$ cat src/rtl/uart_rx_stream_if.sv
// Byte stream port of uart_rx_stream: valid/ready handshake carrying one byte.
// The master side (receiver) drives data/valid; the slave side (consumer) drives ready.
interface uart_rx_stream_if;
  logic [7:0] data_out;
  logic       valid_out;
  logic       ready_in;

  modport master (output data_out, output valid_out, input ready_in);
  modport slave  (input data_out, input valid_out, output ready_in);
endinterface

$ cat src/rtl/uart_rx_stream.sv
// UART receiver (8N1, or 8E1 when UART_RX_PARITY_EN is defined) with a
// one-entry holding register presented on a valid/ready stream port.
module uart_rx_stream #(
  parameter int unsigned CLOCK_FREQ_HZ = 100_000_000,
  parameter int unsigned BAUD_RATE     = 115200
) (
  input  logic              clk_in,
  input  logic              rst_in,
  input  logic              uart_rxd_in,
  uart_rx_stream_if.master  stream,
  output logic              framing_error_out,
  output logic              overrun_out,
  output logic              parity_error_out
);
  localparam int unsigned BIT_PERIOD  = CLOCK_FREQ_HZ / BAUD_RATE;
  localparam int unsigned HALF_PERIOD = BIT_PERIOD / 2;
  localparam int unsigned CNT_W       = $clog2(BIT_PERIOD) + 1;

  typedef enum logic [2:0] {
    S_IDLE, S_START, S_DATA, S_PARITY, S_STOP, S_WAIT_IDLE
  } state_t;

  state_t             r_state, w_next;
  logic [1:0]         r_sync;
  logic [1:0]         r_warm;
  logic               r_rxd_prev;
  logic [CNT_W-1:0]   r_cnt;
  logic [2:0]         r_bit_idx;
  logic [7:0]         r_shift;
  logic [7:0]         r_data;
  logic               r_valid;
`ifdef UART_RX_PARITY_EN
  logic               r_par;
  logic               w_par_en;
  logic               w_par_err;
`endif

  logic w_rxd_s, w_fall, w_tick;
  logic w_load_half, w_load_bit, w_shift_en;
  logic w_byte_done, w_frame_err;

  assign w_rxd_s = r_sync[1];
  // r_rxd_prev only goes high once a real line sample has passed the
  // synchronizer, so a line held low out of reset never looks like an edge.
  assign w_fall  = r_rxd_prev & ~w_rxd_s;
  assign w_tick  = (r_cnt == '0);

  always_ff @(posedge clk_in) begin
    if (rst_in) r_state <= S_IDLE;
    else        r_state <= w_next;
  end

  always_comb begin
    w_next      = r_state;
    w_load_half = 1'b0;
    w_load_bit  = 1'b0;
    w_shift_en  = 1'b0;
    w_byte_done = 1'b0;
    w_frame_err = 1'b0;
`ifdef UART_RX_PARITY_EN
    w_par_en    = 1'b0;
    w_par_err   = 1'b0;
`endif
    case (r_state)
      S_IDLE: if (w_fall) begin
        w_next      = S_START;
        w_load_half = 1'b1;
      end
      S_START: if (w_tick) begin
        if (w_rxd_s) w_next = S_IDLE;
        else begin
          w_next     = S_DATA;
          w_load_bit = 1'b1;
        end
      end
      S_DATA: if (w_tick) begin
        w_shift_en = 1'b1;
        w_load_bit = 1'b1;
        if (r_bit_idx == 3'd7) begin
`ifdef UART_RX_PARITY_EN
          w_next = S_PARITY;
`else
          w_next = S_STOP;
`endif
        end
      end
`ifdef UART_RX_PARITY_EN
      S_PARITY: if (w_tick) begin
        w_par_en   = 1'b1;
        w_load_bit = 1'b1;
        w_next     = S_STOP;
      end
`endif
      S_STOP: if (w_tick) begin
        if (!w_rxd_s) begin
          w_frame_err = 1'b1;
          w_next      = S_WAIT_IDLE;
        end else begin
          w_next = S_IDLE;
`ifdef UART_RX_PARITY_EN
          if ((^r_shift) != r_par) w_par_err   = 1'b1;
          else                     w_byte_done = 1'b1;
`else
          w_byte_done = 1'b1;
`endif
        end
      end
      S_WAIT_IDLE: if (w_rxd_s) w_next = S_IDLE;
      default: w_next = S_IDLE;
    endcase
  end

  always_ff @(posedge clk_in) begin
    if (rst_in) begin
      r_sync     <= '1;
      r_warm     <= '0;
      r_rxd_prev <= 1'b0;
      r_cnt      <= '0;
      r_bit_idx  <= '0;
      r_shift    <= '0;
      r_data     <= '0;
      r_valid    <= 1'b0;
`ifdef UART_RX_PARITY_EN
      r_par      <= 1'b0;
`endif
    end else begin
      r_sync     <= {r_sync[0], uart_rxd_in};
      r_warm     <= {r_warm[0], 1'b1};
      r_rxd_prev <= r_warm[1] & w_rxd_s;

      if (w_load_half)      r_cnt <= CNT_W'(HALF_PERIOD - 1);
      else if (w_load_bit)  r_cnt <= CNT_W'(BIT_PERIOD - 1);
      else if (!w_tick)     r_cnt <= r_cnt - 1'b1;

      if (w_load_half)     r_bit_idx <= '0;
      else if (w_shift_en) r_bit_idx <= r_bit_idx + 1'b1;

      if (w_shift_en) r_shift <= {w_rxd_s, r_shift[7:1]};
`ifdef UART_RX_PARITY_EN
      if (w_par_en) r_par <= w_rxd_s;
`endif

      // A completing byte may load in the same cycle the held one is taken.
      if (w_byte_done && (!r_valid || stream.ready_in)) begin
        r_data  <= r_shift;
        r_valid <= 1'b1;
      end else if (r_valid && stream.ready_in) begin
        r_valid <= 1'b0;
      end
    end
  end

  assign stream.data_out  = r_data;
  assign stream.valid_out = r_valid;
  assign framing_error_out = w_frame_err;
  assign overrun_out       = w_byte_done & r_valid & ~stream.ready_in;
`ifdef UART_RX_PARITY_EN
  assign parity_error_out  = w_par_err;
`else
  assign parity_error_out  = 1'b0;
`endif
endmodule
$ cat src/flat_wrapper.sv
// flat-port wrapper written by rule: the top's interface ports become plain ports
module uart_rx_stream_flat 
#(
  parameter int unsigned CLOCK_FREQ_HZ = 100_000_000,
  parameter int unsigned BAUD_RATE     = 115200
)
  (clk_in, rst_in, uart_rxd_in, framing_error_out, overrun_out, parity_error_out, stream_data_out, stream_valid_out, stream_ready_in);
  uart_rx_stream_if stream_i ();
  input  logic clk_in;
  input  logic rst_in;
  input  logic uart_rxd_in;
  output logic framing_error_out;
  output logic overrun_out;
  output logic parity_error_out;
  output wire logic [$bits(stream_i.data_out)-1:0] stream_data_out;
  output wire logic [$bits(stream_i.valid_out)-1:0] stream_valid_out;
  input wire logic [$bits(stream_i.ready_in)-1:0] stream_ready_in;
  assign stream_data_out = stream_i.data_out;
  assign stream_valid_out = stream_i.valid_out;
  assign stream_i.ready_in = stream_ready_in;
  uart_rx_stream #(.CLOCK_FREQ_HZ(CLOCK_FREQ_HZ), .BAUD_RATE(BAUD_RATE)) u_core (.clk_in(clk_in), .rst_in(rst_in), .uart_rxd_in(uart_rxd_in), .stream(stream_i), .framing_error_out(framing_error_out), .overrun_out(overrun_out), .parity_error_out(parity_error_out));
endmodule
$ cat config.mk
export PLATFORM = sky130hd
export DESIGN_NAME = uart_rx_stream_flat
export DESIGN_NICKNAME = d
export VERILOG_FILES = /design/src/rtl/uart_rx_stream_if.sv /design/src/rtl/uart_rx_stream.sv /design/src/flat_wrapper.sv
export SDC_FILE = /design/constraint.sdc
export NUM_CORES = 1
export LEC_CHECK = 0
export BUFFER_PORTS_ARGS = -buffer_cell sky130_fd_sc_hd__buf_2
export CORE_ASPECT_RATIO = 0.7
export CORE_MARGIN = 2
export CORE_UTILIZATION = 52
export CTS_BUF_LIST = sky130_fd_sc_hd__clkbuf_16
export DETAILED_ROUTE_END_ITERATION = 7
export PLACE_DENSITY_LB_ADDON = 0.12
export SLEW_MARGIN = 20
export SYNTH_ARGS = -nofsm -noshare
export SYNTH_HDL_FRONTEND = slang
export SYNTH_SLANG_ARGS = --single-unit
$ cat constraint.sdc
create_clock -name clk_in -period 1.9 [get_ports clk_in]
set_clock_uncertainty 0.05 [all_clocks]
set_input_delay 0.285 -clock clk_in [delete_from_list [all_inputs] [get_ports clk_in]]
set_output_delay 0.285 -clock clk_in [all_outputs]
set_load 0.02 [all_outputs]
# Word-level counts from Yosys, hierarchy flattened
# Index checks and enable logic that the tools add are counted.
# totals
output_inout_bits,12
input_bits,4
register_bits,39
word_cells,69
# classes
add_sub_neg,2
n_reduce_logical,10
n_bitwise,6
eq_ne,13
muxes,26
# op_table
cell,count
two-way mux 3 bit,7
two-way mux 10 bit,2
one-hot mux 3 bit (5 select lines),1
two-way mux 1 bit,13
!= test 2 x 1 -> 1 bit (second input constant),6
zero test 11 bit,1
subtractor 11 x 1 -> 11 bit (second input constant),1
== test 3 bit (second input constant),3
two-way mux 9 bit,1
AND reduction 6 bit,1
bitwise AND 1 bit,4
adder 3 x 1 -> 3 bit (second input constant),1
== test 3 x 1 -> 1 bit (second input constant),1
== test 3 x 2 -> 1 bit (second input constant),1
zero test 3 bit,1
!= test 3 bit (second input constant),1
OR reduction 3 bit,1
logical AND 1 bit,2
two-way mux 2 bit,1
!= test 2 bit (second input constant),1
NOT 1 bit,2
one-hot mux 1 bit (2 select lines),1
nonzero test 2 bit,1
OR reduction 2 bit,1
other kinds (2),2

# Longest topological paths before layout
# Gate-level depths: netlist of run 1.
# depth
word_depth,5
ltp_mapped,7
mapped_depth_nobuf,6

# Least setup slack after synthesis of run 1
# Ideal clock, no wire load.
# synth_timing
path_kind,register -> output
startpoint,reg u_core.r_cnt[0]
endpoint,out overrun_out
required_time_ns,1.565
t_arrival_ns,1.892
path_buffers,1
stages_incl_launch_ff,8
slack_ns,-0.327
cell_sequence,dfxtp_1 > inv_1 > ha_1 > or4b_1 > buf_2 > nor3_4 > nand4_1 > nor2_1
# synth_via
elab_chain_len,5
# synth_rtl
element,line,source
from (decl),uart_rx_stream.sv:27,logic [CNT_W-1:0] r_cnt;
from (signal assigned),uart_rx_stream.sv:131,if (w_load_half) r_cnt <= CNT_W'(HALF_PERIOD - 1);
from (signal assigned),uart_rx_stream.sv:132,else if (w_load_bit) r_cnt <= CNT_W'(BIT_PERIOD - 1);
from (signal assigned),uart_rx_stream.sv:133,else if (!w_tick) r_cnt <= r_cnt - 1'b1;
zero test 11 bit,uart_rx_stream.sv:46,assign w_tick = (r_cnt == '0);
two-way mux 1 bit,uart_rx_stream.sv:94,S_STOP: if (w_tick) begin
two-way mux 1 bit,uart_rx_stream.sv:64,case (r_state)
bitwise AND 1 bit (2 in series),uart_rx_stream.sv:156,assign overrun_out = w_byte_done & r_valid & ~stream.ready_in;
to (decl),flat_wrapper.sv:13,output logic overrun_out;
# No other way between the ends.

# Worst setup path in the final report of run 1
# Ends and elaborated chain as after synthesis.

==> results of run 1 <==
-- sequential cells by signal (all words and copies together) (netlist names) --
register                 flops
u_core.r_shift               8
u_core.r_cnt                11
u_core.r_sync                2
u_core.r_warm                2
u_core.stream.valid_out      1
u_core.r_state               3
u_core.r_bit_idx             3
u_core.r_rxd_prev            1
u_core.stream.data_out       8
-- layer usage --
metal | GRT usage | vias up
met5 | 0 | -
met4 | 0.1080 | 0
met3 | 0.08077 | 6
met2 | 0.3333 | 52
met1 | 0.3624 | 758
li1 | - | 785
-- placed cells by master (no fill, tap or decap), drive strengths merged, types with 6 or more instances in the layout --
cell | synthesis | routed
buf | 6 | 42
dfxtp | 39 | 39
nor2 | 18 | 18
a21oi | 18 | 18
o21ai | 13 | 13
mux2i | 11 | 11
nand3 | 10 | 10
nor3 | 8 | 8
nand2b | 6 | 6
nor4 | 6 | 6
-- metrics by stage --
stage | power [mW] | instance area (um^2) | setup TNS, ns
after detailed placement | 2.327 | 1999 | -0.06362
after floorplan | 1.820 | 1773 | -0.2058
after CTS | 3.316 | 2201 | -0.5416
final | 3.496 | 2267 | -0.4140
after global placement | 2.293 | 1999 | -0.01019
after global routing | 3.705 | 2267 | -0.9342
-- cell type report --
cell class / count / area share
Inverter: 5 / 0.008278
Clock inverter: 3 / 0.01711
Multi-Input combinational cell: 137 / 0.4183
Timing Repair Buffer: 42 / 0.1347
Clock buffer: 5 / 0.05519
Sequential cell: 39 / 0.3455
Tap cell: 38 / 0.02097
-- what timing repair did --
item | 4_1_cts | 5_1_grt
hold buffers | 0 | 0
pin swaps | 5 | 5
resized for setup | 4 | 7
endpoints found under the setup margin | 7 | 17
buffers inserted | 3 | 3
-- worst max-delay path: cells and delay by family, from the launching register on --
kind	cells	cell delay [ns]
adders and majority gates	1	0.12
buffers and inverters	2	0.18
DFF	1	0.32
and+or+nand+nor	4	0.92
-- synthesized netlist by cell type, drive strengths merged (3+ instances only) --
| library cell | instances |
|---|---|
| a211oi | 3 |
| nand2 | 5 |
| nor3 | 8 |
| buf | 6 |
| nor2 | 18 |
| nand4 | 3 |
| o21ai | 13 |
| nor4 | 6 |
| a21oi | 18 |
| ha | 3 |
| nand3 | 10 |
| inv | 5 |
| clkbuf | 7 |
| dfxtp | 39 |
| mux2i | 11 |
| nand2b | 6 |
-- power breakdown --
| part | internal (mW) | switching (mW) |
|---|---|---|
| clock network | 0.611 | 0.308 |
| logic | 0.776 | 0.807 |
| registers | 0.923 | 0.0721 |
| total | 2.31 | 1.19 |
-- worst paths after layout --
kind | end | from | slack, ns | depth (start not counted)
setup / recovery | overrun_out | u_core.r_cnt[0]$_SDFFE_PP0P_ | -0.26 | 7
hold / removal | u_core.r_sync[0]$_SDFF_PP1_ | uart_rxd_in | 0.14 | 2
setup reg to reg | u_core.stream.data_out[4]$_SDFFE_PP0P_ | u_core.r_cnt[0]$_SDFFE_PP0P_ | 0.03 | 8
hold reg to reg | u_core.r_sync[1]$_SDFF_PP1_ | u_core.r_sync[0]$_SDFF_PP1_ | 0.36 | 1
-- cells by family after synthesis --
| kind of cell | share of synthesized area |
|---|---|
| compound gates | 0.1662 |
| xor+xnor | 0.01007 |
| fa+ha+maj | 0.02159 |
| buf+inv | 0.04389 |
| flops | 0.4489 |
| mux | 0.06331 |
| other cells | 0.002156 |
| simple gates | 0.2439 |
==> results.yml, run 1 <==
status:
  status: "finished, violations left"
  violations: "negative setup slack"
placement:
  dpl.cell_count: 256
  place_congestion: 0.9136
  place_hpwl_um: 2918
  pre_cts_slack_ns: -0.03762
  port_buffers: 14
synthesis:
  synthCells: 194
  yosysTopAreaCell: "dfxtp_1"
  synth_cell_types: 45
  yosys_warnings: 0
  netlist_area_um2: 1739
  seq_area_frac_synth: 0.4489
  ys_seq_elements: 39
  synthArstFlopShare: 0
  synth.avg_cell_area_um2: 8.965
  yosys-top-cells-area: "dfxtp_1, mux2i_1, a21oi_1"
  synth_top_area_frac: 0.4489
  syn_nets: 201
  synth_flop_cell: "dfxtp_1"
  synth_edf_count: 0
die:
  core_um2: 3169
  placementRows: 17
  ios: 16
  start_util: 0.5488
  die_x_um: 73.12
  die_h_um: 52.39
  dieArea_um2: 3830
finish:
  utilization: 0.7154
  synthToLayoutAreaGrowth_pct: 30.36
  fillers: 234
  drive_gt1_frac: 0.2944
  instances_no_fill: 269
  antenna_cells: 0
  layout.nets: 237
  multi_input_area_um2: 948.4
  seq_area_um2: 783.3
worst_setup_path:
  crit_path_end_kind: "output pin"
  path_class: "flop to output pin"
  required_ns: 1.56
  cp.arrival_ns: 1.82
  slowest_stage: "or4b_4"
  crit_chain: "inv_2, ha_4, or4b_4, nor3_4, nand4_1, nor2_4, buf_6"
  startpoint_type: "flop"
  worst-path-max-fanout: 3
  max_stage_delay_ns: 0.47
route:
  routed_wl_um: 4172
  met2_length_um: 1798
  top_layer: "met4"
  drc_errors: 0
  viasPerCell: 5.952
  via_count: 1601
  drt_iter0_markers: 177
  wl_per_cell_um: 15.51
  wl_met3_um: 306
  drt-met1-wl_um: 2022
  drt-pass1-iter-count: 5
  ant_nets: 0
grt:
  antenna_found_initial: 0
  overflow: 0
  grt_pass1_wl_um: 7010
  grt_pass1_vias: 1377
  grtUsageTotal: 0.2499
  grt_max_degree: 17
power:
  powerDensity_nw_per_um2: 1542
  ir_drop_v: 0.0008117
  p_leak_nw: 0.9759
sta:
  finalCritPeriodShare: 1.136
  fin_crit_ns: 2.158
  max_slew.worst_pin.slew_ns: 0.7794
  finalSetupViolCount: 2
  slew_headroom: 0.4756
  clock.fmax_ghz: 0.4635
  drv_slew: 0
  finalHoldViolCount: 0
  timing.hold.ws_ns: 0.1360
  setup_slack_ns: -0.2577
  rsz0062_at_grt: "true"
cts:
  clock_latency_ns: 0.28
  clkSinkCount: 39
  cts_root_buffer: "clkbuf_16"
  clk_pin_slew_ns: 0.06
  cts_htree_levels: 2
  cts_inserted_buffers: 5
  cts_tree: "yes"
  clockBufferDepth: 2
flow_run:
  max-cap-violations: 0
worst_hold_path:
  hold_path_class: "input port to flop"
(Power assumes the default switching activity.)
==> run 2, diff against run 1 <==
--- a/config.mk
+++ b/config.mk
@@ -12,7 +12,9 @@
 export CTS_BUF_LIST = sky130_fd_sc_hd__clkbuf_16
 export DETAILED_ROUTE_END_ITERATION = 7
 export PLACE_DENSITY_LB_ADDON = 0.12
+export RECOVER_POWER = 25
 export SLEW_MARGIN = 20
 export SYNTH_ARGS = -nofsm -noshare
 export SYNTH_HDL_FRONTEND = slang
 export SYNTH_SLANG_ARGS = --single-unit
+export TNS_END_PERCENT = 10
==> run 2 against run 1 <==
Net effect:
- the run still ends with negative setup slack left
- global-route usage up 0.35 points
- maximum frequency shrank 2.2%
- cell area fell by 2.3%
- critical endpoint unchanged
==> results.yml, run 2 (synthesis results as in run 1) <==
status:
  status: "finished, violations left"
  violations: "negative setup slack"
finish:
  fillers: 251
  drive_gt1_frac: 0.2533
  multi_input_area_um2: 925.9
  antenna_cells: 0
  largest_register_ffs: 11
  final_common_cell: "dfxtp_1"
  seq_area_um2: 783.3
  final_cell_mix: "dfxtp_1, buf_4, a21oi_1"
  regMostFlops: "u_core.r_cnt"
  layout.nets: 235
  synthToLayoutAreaGrowth_pct: 27.41
grt:
  grtUsageTotal: 0.2534
  grt_max_degree: 18
  overflow: 0
  antenna_found_initial: 0
  grt_pass1_wl_um: 7093
  grt_pass1_vias: 1402
sta:
  setup_slack_ns: -0.3063
  timing.hold.ws_ns: 0.1352
  finalHoldViolCount: 0
  clock.fmax_ghz: 0.4532
  drv_slew: 0
  rsz0062_at_grt: "true"
  max_slew.worst_pin.slew_ns: 0.8431
  fin_setup_tns_ns: -0.5848
  finalSetupViolCount: 2
  fin_crit_ns: 2.206
  slew_headroom: 0.4380
  finalCritPeriodShare: 1.161
route:
  via_count: 1584
  drt_iter0_markers: 213
  routed_wl_um: 4308
  drc_errors: 0
  drt-pass1-iter-count: 5
  viasPerCell: 5.933
  wl_per_cell_um: 16.13
  ant_nets: 0
placement:
  port_buffers: 14
  place_hpwl_um: 3031
  place_congestion: 0.9984
die:
  die_x_um: 73.12
  dieArea_um2: 3830
  ios: 16
  die_h_um: 52.39
  core_um2: 3169
  start_util: 0.5488
  placementRows: 17
flow_run:
  max-cap-violations: 0
power:
  ir_drop_v: 0.0008410
  powerDensity_nw_per_um2: 1513
  p_leak_nw: 0.9394
  p_total_mw: 3.353
worst_setup_path:
  r2r_slack_ns: 0.01
  critical_path.reg2reg.startpoint: "u_core.r_cnt[1]$_SDFFE_PP0P_"
  required_ns: 1.56
  crit_path_end_kind: "output pin"
  startpoint_type: "flop"
  reg2reg_depth: 8
  worst-path-max-fanout: 3
  worstReg2RegEnd: "u_core.r_state[1]$_SDFFE_PP0P_"
  path_class: "flop to output pin"
  cp.arrival_ns: 1.87
worst_hold_path:
  hold-path-cell-count: 2
  hold_path_class: "input port to flop"
  min_to: "u_core.r_sync[0]$_SDFF_PP1_"
  min_from: "uart_rxd_in"
cts:
  post_cts_buffers: 0
  clock_latency_ns: 0.28
  clockBufferDepth: 2
  cts_htree_levels: 2
  cts_tree: "yes"
  cts_root_buffer: "clkbuf_16"
  cts_inserted_buffers: 5
  clkSinkCount: 39
  clk_pin_slew_ns: 0.05
run 2: how the worst max path moves through the flow:
stage / start / end / slack [ns] / cells after the start
finish: u_core.r_cnt[1]$_SDFFE_PP0P_ / overrun_out / -0.31 / 7
global route: u_core.r_cnt[1]$_SDFFE_PP0P_ / overrun_out / -0.41 / 7
CTS: u_core.r_cnt[1]$_SDFFE_PP0P_ / overrun_out / -0.33 / 7
detailed placement: u_core.r_cnt[1]$_SDFFE_PP0P_ / overrun_out / -0.03 / 7
global placement: u_core.r_cnt[1]$_SDFFE_PP0P_ / overrun_out / 0.01 / 7
floorplan: u_core.r_cnt[1]$_SDFFE_PP0P_ / overrun_out / -0.16 / 7
run 2: area by class of cell:
class                   count  area share
clock buffers               5     0.05647
clock inverters             3     0.01976
inverters                   5    0.008470
multi-input cells         137      0.4178
flip-flops and latches     39      0.3535
well taps                  38     0.02146
repair buffers             40      0.1225
run 2: per-stage QoR:
stage | std cells | utilization | worst slack, ns | area [um^2]
finish | 267 | 0.6992 | -0.3063 | 2216
global route | 267 | 0.6992 | -0.4064 | 2216
CTS | 267 | 0.6936 | -0.3290 | 2198
detailed placement | 259 | 0.6376 | -0.02956 | 2021
global placement | 259 | 0.6376 | 0.01112 | 2021
floorplan | 194 | - | -0.1597 | 1772
run 2: critical path, stage by stage (launching register included):
cell and delay (ns):
dfxtp_2 0.32, inv_2 0.07, ha_4 0.13, or4b_4 0.47, nor3_4 0.15, nand4_1 0.18
nor2_4 0.14, buf_6 0.12
run 2: repair_timing:
item / CTS / global route
pin swaps: 2 / 6
gates resized for setup: 3 / 6
hold buffers: 0 / 0
endpoints found under the setup margin: 4 / 13
run 2: where the power goes:
part           switching, mW  total [mW]  internal [mW]
registers             0.0761       0.999          0.923
clock network          0.320       0.938          0.618
logic                  0.752        1.42          0.665
run 2: layer usage:
| layer | vias up | wire length, um | global-route usage |
|---|---|---|---|
| met2 | 57 | 1762 | 0.3303 |
| met5 | - | 0 | 0 |
| met3 | 8 | 311 | 0.05192 |
| met1 | 740 | 2157 | 0.3890 |
| met4 | 0 | 78 | 0.1173 |
| li1 | 779 | - | - |
==> run 3, diff against run 2 <==
--- a/config.mk
+++ b/config.mk
@@ -8,7 +8,7 @@
 export BUFFER_PORTS_ARGS = -buffer_cell sky130_fd_sc_hd__buf_2
 export CORE_ASPECT_RATIO = 0.7
 export CORE_MARGIN = 2
-export CORE_UTILIZATION = 52
+export CORE_UTILIZATION = 56
 export CTS_BUF_LIST = sky130_fd_sc_hd__clkbuf_16
 export DETAILED_ROUTE_END_ITERATION = 7
 export PLACE_DENSITY_LB_ADDON = 0.12
==> constraint.sdc (replaced) <==
create_clock -name clk_in -period 2.7 [get_ports clk_in]
set_clock_uncertainty 0.05 [all_clocks]
set_input_delay 0.405 -clock clk_in [delete_from_list [all_inputs] [get_ports clk_in]]
set_output_delay 0.405 -clock clk_in [all_outputs]
set_load 0.02 [all_outputs]
==> run 3 against run 2 <==
Net effect:
- the flow now finishes without violations
- register-to-register slack better by 0.54 ns
- sequential power is 27% lower
- sequential cell count stayed put
- clock power is 31% lower
- routed wire length is 7.2% lower
- via count is 3.3% lower
- critical path type unchanged
==> results.yml, run 3 (synthesis results as in run 1) <==
worst_setup_path:
  crit_end: "overrun_out"
  worstReg2RegEnd: "u_core.r_state[1]$_SDFFE_PP0P_"
  reg2reg_depth: 8
  critical_path.reg2reg.startpoint: "u_core.r_cnt[0]$_SDFFE_PP0P_"
  required_ns: 2.25
  cp.arrival_ns: 2.13
  path_class: "flop to output pin"
  startpoint: "u_core.r_cnt[0]$_SDFFE_PP0P_"
  r2r_slack_ns: 0.55
  worst-path-max-fanout: 5
  startpoint_type: "flop"
  crit_path_end_kind: "output pin"
finish:
  largest_register_ffs: 11
  drive_gt1_frac: 0.1368
  design_area_um2: 2022
  final_common_cell: "dfxtp_1"
  fillers: 231
  regMostFlops: "u_core.r_cnt"
  final_cell_mix: "dfxtp_1, nor2_1, a21oi_1"
  synthToLayoutAreaGrowth_pct: 16.26
  antenna_cells: 0
  layout.nets: 218
grt:
  grt_pass1_wl_um: 6403
  overflow: 0
  grt_pass1_vias: 1332
  grtUsageTotal: 0.2276
  grt_max_degree: 30
  antenna_found_initial: 0
cts:
  cts_root_buffer: "clkbuf_16"
  cts_tree: "yes"
  clk_pin_slew_ns: 0.06
  clkSinkCount: 39
  clock_latency_ns: 0.28
  cts_htree_levels: 2
  cts_inserted_buffers: 5
  clockBufferDepth: 2
  cts_hold_buf: 0
placement:
  place_hpwl_um: 2714
  place_area_um2: 1812
  place_congestion: 0.8402
  port_buffers: 14
worst_hold_path:
  hold_path_class: "input port to flop"
route:
  viasPerCell: 6.177
  drc_errors: 0
  drt-pass1-iter-count: 5
  routed_wl_um: 3999
  via_count: 1532
  drt_iter0_markers: 140
  wl_per_cell_um: 16.13
  ant_nets: 0
power:
  pwr-share-clk: 0.300
  p_int_mw: 1.409
  combinationalPowerShare: 0.359
  p_leak_nw: 0.8373
  powerDensity_nw_per_um2: 1063
  p_sw_mw: 0.7412
  p_seq_frac: 0.341
  p_total_mw: 2.150
  ir_drop_v: 0.0006037
  switching_share: 0.3448
sta:
  slew_headroom: 0.1686
  max_slew.worst_pin.slew_ns: 1.247
  finalSetupViolCount: 0
  drv_slew: 0
  fin_crit_ns: 2.583
  clock.fmax_ghz: 0.3871
  finalHoldViolCount: 0
  fin_setup_tns_ns: 0
  finalCritPeriodShare: 0.9567
status:
  status: "complete, no violations"
die:
  start_util: 0.6033
  dieArea_um2: 3575
  core_um2: 2883
  die_h_um: 50.63
  placementRows: 16
  ios: 16
  die_x_um: 70.61
flow_run:
  max-cap-violations: 0
run 3: cell type report:
cell class	instances	area [um^2]	area share
Timing Repair Buffer	23	127.6	0.06312
Sequential cell	39	780.7	0.3861
Clock buffer	5	125.1	0.06188
Tap cell	36	45.04	0.02228
Multi-Input combinational cell	137	885.9	0.4381
Inverter	5	18.77	0.009282
Clock inverter	3	38.79	0.01918
run 3: how the worst min path moves through the flow:
stage	startpoint	end	cells past startpoint
finish	uart_rxd_in	u_core.r_sync[0]$_SDFF_PP1_	2
global route	uart_rxd_in	u_core.r_sync[0]$_SDFF_PP1_	2
CTS	uart_rxd_in	u_core.r_sync[0]$_SDFF_PP1_	2
detailed placement	u_core.r_sync[0]$_SDFF_PP1_	u_core.r_sync[1]$_SDFF_PP1_	1
global placement	u_core.r_sync[0]$_SDFF_PP1_	u_core.r_sync[1]$_SDFF_PP1_	1
floorplan	u_core.r_sync[0]$_SDFF_PP1_	u_core.r_sync[1]$_SDFF_PP1_	1
run 3: metal layers:
| layer | global-route usage | part of all wire | vias up |
|---|---|---|---|
| li1 | - | - | 742 |
| met1 | 0.3213 | 0.48 | 721 |
| met2 | 0.3491 | 0.42 | 65 |
| met3 | 0.06627 | 0.086 | 4 |
| met4 | 0.04717 | 0.0053 | 0 |
| met5 | 0 | 0 | - |
run 3: critical path, cell delays in order, from the launching register on:
cell and delay [ns]:
dfxtp_1 0.33, inv_1 0.07, ha_1 0.22, or4b_4 0.53
nor3_4 0.23, nand4_1 0.17, nor2_1 0.14, buf_2 0.17
run 3: what timing repair did:
item | in CTS | in global routing
gates cloned | 0 | 0
pin swaps | 0 | 1
gates resized for setup | 1 | 0
buffers inserted | 0 | 7
endpoints found under the setup margin | 1 | 2
run 3: power by group through the flow:
stage	Clock [mW]	Sequential, mW	Combinational, mW
6_report	0.645	0.733	0.772
3_3_place_gp	0	0.733	0.604
5_1_grt	0.675	0.747	0.841
2_1_floorplan	0	0.717	0.514
4_1_cts	0.652	0.731	0.643
3_5_place_dp	0	0.741	0.623
run 3: through the flow:
| step | utilization | worst slack, ns | hold slack (ns) | cells |
|---|---|---|---|---|
| 2_1_floorplan | - | 0.3529 | 0.3395 | 194 |
| 3_3_place_gp | 0.6285 | 0.3485 | 0.3503 | 233 |
| 3_5_place_dp | 0.6285 | 0.2159 | 0.3512 | 233 |
| 4_1_cts | 0.6866 | 0.01144 | 0.2702 | 241 |
| 5_1_grt | 0.7014 | -0.03052 | 0.2754 | 248 |
| 6_report | 0.7014 | 0.1168 | 0.2735 | 248 |
